### src/rtl/count_report_tx.sv
// Snapshots a counter on request, converts it to decimal ASCII with a sequential
// double-dabble engine and pushes the text frame into the UART TX FIFO.
// Optional leading mode tag ('U'/'D') when COUNT_REPORT_MODE_TAG_EN is defined.
module count_report_tx #(
  parameter int COUNT_W  = 14,
  parameter int DIGITS   = 4,
  parameter int EOL_CRLF = 1
) (
  input  logic               clk,
  input  logic               reset,
  input  logic               i_req,
  input  logic [COUNT_W-1:0] i_count,
  input  logic               i_mode,
  input  logic               i_fifo_full,
  output logic               o_push,
  output logic [7:0]         o_push_data,
  output logic               o_busy,
  output logic               o_done
);

`ifdef COUNT_REPORT_MODE_TAG_EN
  localparam int TAG_N = 1;
`else
  localparam int TAG_N = 0;
`endif
  localparam int BCD_W   = DIGITS * 4;
  localparam int FRAME_L = DIGITS + ((EOL_CRLF != 0) ? 2 : 1) + TAG_N;
  localparam int IDX_W   = $clog2(FRAME_L);
  localparam int ITER_W  = $clog2(COUNT_W + 1);
  localparam logic [COUNT_W-1:0] CLAMP_V = COUNT_W'(10**DIGITS - 1);

  typedef enum logic [1:0] {
    S_IDLE = 2'd0,
    S_CONV = 2'd1,
    S_SEND = 2'd2
  } state_t;

  state_t              r_state;
  state_t              w_next;
  logic [COUNT_W-1:0]  r_bin;
  logic [BCD_W-1:0]    r_bcd;
  logic [BCD_W-1:0]    w_bcd_adj;
  logic [ITER_W-1:0]   r_iter;
  logic [IDX_W-1:0]    r_idx;
  logic                r_done;
  logic                w_push;
  logic                w_last;
  logic                w_conv_end;
  logic [7:0]          w_data;

  // FIFO handshake: a byte transfers on every rising edge where o_push=1;
  // o_push is simply "byte available" qualified by !i_fifo_full, and
  // o_push_data stays stable until that byte has transferred.
  assign w_push     = (r_state == S_SEND) && !i_fifo_full;
  assign w_last     = w_push && (r_idx == IDX_W'(FRAME_L - 1));
  assign w_conv_end = (r_state == S_CONV) && (r_iter == ITER_W'(1));

  always_ff @(posedge clk or posedge reset) begin
    if (reset) r_state <= S_IDLE;
    else       r_state <= w_next;
  end

  always_comb begin
    w_next = r_state;
    case (r_state)
      S_IDLE:  if (i_req)      w_next = S_CONV;
      S_CONV:  if (w_conv_end) w_next = S_SEND;
      S_SEND:  if (w_last)     w_next = S_IDLE;
      default: w_next = S_IDLE;
    endcase
  end

  // Add-3 correction applied to each nibble ahead of the shift.
  always_comb begin
    w_bcd_adj = r_bcd;
    for (int d = 0; d < DIGITS; d++) begin
      if (r_bcd[d*4 +: 4] >= 4'd5) w_bcd_adj[d*4 +: 4] = r_bcd[d*4 +: 4] + 4'd3;
    end
  end

  always_ff @(posedge clk or posedge reset) begin
    if (reset) begin
      r_bin  <= '0;
      r_bcd  <= '0;
      r_iter <= '0;
      r_idx  <= '0;
      r_done <= 1'b0;
    end else begin
      r_done <= w_last;
      case (r_state)
        S_IDLE: begin
          if (i_req) begin
            r_bin  <= (i_count > CLAMP_V) ? CLAMP_V : i_count;
            r_bcd  <= '0;
            r_iter <= ITER_W'(COUNT_W);
            r_idx  <= '0;
          end
        end
        S_CONV: begin
          r_bcd  <= {w_bcd_adj[BCD_W-2:0], r_bin[COUNT_W-1]};
          r_bin  <= {r_bin[COUNT_W-2:0], 1'b0};
          r_iter <= r_iter - ITER_W'(1);
        end
        S_SEND: begin
          if (w_push) r_idx <= r_idx + IDX_W'(1);
        end
        default: ;
      endcase
    end
  end

`ifdef COUNT_REPORT_MODE_TAG_EN
  logic r_mode;

  always_ff @(posedge clk or posedge reset) begin
    if (reset)                         r_mode <= 1'b0;
    else if (r_state == S_IDLE && i_req) r_mode <= i_mode;
  end
`else
  logic w_unused_mode;
  assign w_unused_mode = i_mode;
`endif

  // Byte selection: [tag], digits MSD first, then CR (optional) and LF.
  always_comb begin
    w_data = 8'h00;
    if (r_state == S_SEND) begin
      w_data = 8'h0A;
      if ((EOL_CRLF != 0) && (r_idx == IDX_W'(TAG_N + DIGITS))) w_data = 8'h0D;
      for (int d = 0; d < DIGITS; d++) begin
        if (r_idx == IDX_W'(TAG_N + d)) w_data = {4'h3, r_bcd[(DIGITS-1-d)*4 +: 4]};
      end
`ifdef COUNT_REPORT_MODE_TAG_EN
      if (r_idx == '0) w_data = r_mode ? 8'h44 : 8'h55;
`endif
    end
  end

  assign o_push      = w_push;
  assign o_push_data = w_data;
  assign o_busy      = (r_state != S_IDLE);
  assign o_done      = r_done;

endmodule

### config.mk
export PLATFORM = sky130hd
export DESIGN_NAME = count_report_tx
export DESIGN_NICKNAME = d
export VERILOG_FILES = /design/src/rtl/count_report_tx.sv
export SDC_FILE = /design/constraint.sdc
export NUM_CORES = 1
export LEC_CHECK = 0
export CORE_MARGIN = 1
export CORE_UTILIZATION = 50
export CTS_CLUSTER_DIAMETER = 200
export DETAILED_ROUTE_END_ITERATION = 6
export DONT_BUFFER_PORTS = 1
export PLACE_DENSITY_LB_ADDON = 0.1
export SETUP_SLACK_MARGIN = 0.3
export SLEW_MARGIN = 5
export SYNTH_ARGS = -nofsm -noshare
export SYNTH_HDL_FRONTEND = slang
export SYNTH_SLANG_ARGS = --single-unit
### constraint.sdc
create_clock -name clk -period 2.35 [get_ports clk]
set_input_delay 0.3525 -clock clk [delete_from_list [all_inputs] [get_ports clk]]
set_output_delay 0.3525 -clock clk [all_outputs]
set_load 0.02 [all_outputs]
==> key figures <==
Final layout
  – Layout cells sized above 1: 14.96%
  – Most frequent cells in the layout: 37 x dfrtp_1, 25 x nand2_1, 17 x o21ai_0, 17 x inv_1, 15 x nor2_1
  – Fillers: 396
  – Nets: 288
  – Number of diodes: 0
  – Syn-to-layout area delta: 10.04%
  – Finished Cell Area: 2536 um2
  – Commonest non-fill, non-tap cell in the layout: dfrtp_1

Clock tree
  – CTS sink cnt: 40
  – Root buf cell: clkbuf_8
  – # H-tree levels: 2
  – TritonCTS clock tree: yes
  – Hold_buf cts: 0
  – Clk_lat worst skew: 0.29 ns
  – Num CTS Buffers: 5
  – Clk buf depth: 2
  – Clock-pin transition on the worst setup and hold timing paths: about 0.080 ns

Synthesis
  – Synth cell types: 44
  – Mapped cell area: 2305 um2
  – Seq/Total Area, Yosys: 43.43%
  – Synth warn: 0
  – Asr flop ratio synth: 100.0%
  – Post-synth EDFFs: 0
  – Syn Area/Cell: between 9 and 10 um2
  – Post-synth top flop: dfrtp_1
  – #FFs+latches synth: 40
  – Mapped Cells: 249

Critical path
  – CP endpoint kind: output port
  – Worst Path Arrival: 1.70 ns
  – CP Class: register to output port
  – Worst-path maximum fanout: 8
  – Worst path required time: roughly 2 ns
  – Startpoint types: register

Timing
  – Worst Clk Skew: 0.007250 ns
  – Max Freq: 0.4865 GHz
  – Max Transition Viols Final: 0
  – Final Hold Fails: 0
  – Fin crit share: 87.47%
  – RSZ-0062 raised after global routing: yes
  – Crit path time final: 2.056 ns
  – Final setup TNS: 0 ns
  – Setup violators final: 0

Min path
  – Hold crit path type: input pin to asynchronous set/reset pin

Global routing
  – Initial antenna violation count: 0
  – First-pass GRT wire length: 8528 um
  – GR Overflow Total: 0
  – Pin count of the biggest net entering global routing: 41
  – Total GRT Usage: 21.86%
  – Vias in the first global route: 1,766

Floorplan
  – Die H: around 70 um
  – Die area: 4885 um2
  – IO Pins: 30
  – Chip Width: 69.89 um
  – Initial core utilization: 52.57%
  – Core ar.: roughly 4400 um2
  – Row cnt: 24

Place
  – DP HPWL: ~3400 um
  – Routability-driven placement congestion ratio: 0.7845
  – Number of port buffers: 0
  – Post-DP Area: 2349 um2

Pwr
  – Peak supply drop: 607.3 uV
  – LEAKAGE: roughly 1.1 nW
  – Cell Pwr Density: about 1200 nW/um2

Route
  – DRT Pass-1 Iters: 4
  – Residual DRC: 0
  – Post-route ant nets: 0
  – Drt wl/cell: 16.26 um
  – Total Wirelength: 4977 um
  – Via count: 1,835
  – Via/cell ratio: between 5 and 6
  – First DRT Iteration DRCs: 166

Status
  – Outcome: completed

Job
  – Maxcap violations: 0
[sequential cells by signal (all words and copies together), names as in the netlist]
register	flops
o_done	1
r_iter	4
r_bcd	16
r_state	2
r_bin	14
r_idx	3
[cell type report]
cell class	instances	area (um2)	area share, %
inverters	21	78.83	3.108
flip-flops and latches	40	1005	39.62
repair buffers	12	90.09	3.552
clock inverters	1	5.005	0.1973
well taps	52	65.06	2.565
multi-input cells	174	1220	48.10
clock buffers	6	72.57	2.861
[per-stage QoR]
stage	hold WS [ns]	power [mW]	utilization, %	cells	setup slack, ns
finish	0.06730	3.075	57.85	306	0.2944
CTS	0.08699	3.085	57.62	305	0.2813
global route	0.1144	3.356	57.85	306	0.2027
detailed placement	0.4022	2.590	53.57	294	0.3048
global placement	0.4026	2.565	53.57	294	0.3411
floorplan	0.4248	2.279	-	250	0.3756
[kinds of logic (layout without fill, tap and decap cells)]
kind of cell | Yosys count | count (layout) | share of synthesized area [%]
flip-flops | 40 | 40 | 43.43
AO/OA/AOI/OAI | 78 | 78 | 22.86
adder cells (fa/ha/maj) | 15 | 15 | 8.143
multiplexers | 1 | 1 | 0.4886
other | 1 | 2 | 0.1627
AND/OR/NAND/NOR | 71 | 71 | 14.98
buffers and inverters | 36 | 40 | 7.275
XOR/XNOR | 7 | 7 | 2.660
[worst max-delay path, cell delays in order (launching register included)]
cell,delay [ns]
dfrtp_2,0.42
inv_2,0.07
ha_4,0.19
or3_1,0.36
a21oi_1,0.13
nor2_1,0.05
buf_4,0.18
[path summary, 6_finish.rpt]
| path | from | endpoint | slack (ns) | cells past startpoint |
|---|---|---|---|---|
| max | r_idx[0] | o_push_data[4] | 0.29 | 6 |
| min | reset | r_bcd[5] | 0.07 | 2 |
| max reg2reg | r_state[0] | r_idx[0] | 0.71 | 3 |
| min reg2reg | r_bin[11] | r_bin[12] | 0.47 | 2 |
| max in group asynchronous | reset | r_idx[0] | 1.91 | 2 |
| min in group clk | i_fifo_full | o_done | 0.12 | 1 |
[cell usage after synthesis (3+ instances only)]
library cell / n / area [um2]
ha_1: 15 / 187.7
a32o_1: 6 / 60.06
o31ai_1: 4 / 30.03
buf_2: 5 / 25.02
nand2b_1: 8 / 50.05
o22ai_1: 11 / 68.82
dfrtp_1: 40 / 1001
nor2_1: 15 / 56.30
nand2_1: 26 / 97.59
inv_1: 21 / 78.83
nand3_1: 3 / 15.01
a21oi_1: 13 / 65.06
xnor2_1: 6 / 52.55
buf_4: 3 / 22.52
nor3_1: 8 / 40.04
a222oi_1: 4 / 40.04
o21ai_0: 20 / 100.1
clkbuf_1: 5 / 18.77
[report_power, final]
part           leakage, nW  switching (mW)  internal (mW)
combinational        0.576           0.798          0.613
clock               0.0410           0.237          0.202
sequential           0.500           0.251          0.974
[per-layer routing]
layer | vias up | share of wire [%] | wire length, um | track usage, %
met5 | - | 0 | 0 | 0
li1 | 898 | - | - | -
met2 | 43 | 46 | 2314 | 34.72
met4 | 0 | 0.92 | 46 | 5.333
met3 | 5 | 4.9 | 244 | 4.185
met1 | 889 | 48 | 2371 | 30.94
[what timing repair did]
item | in CTS | in global routing
endpoints found under the setup margin | 7 | 6
resized for setup | 20 | 4
buffers inserted | 4 | 1
pin swaps | 5 | 2
Note: power is estimated with default switching activity, not from simulation.
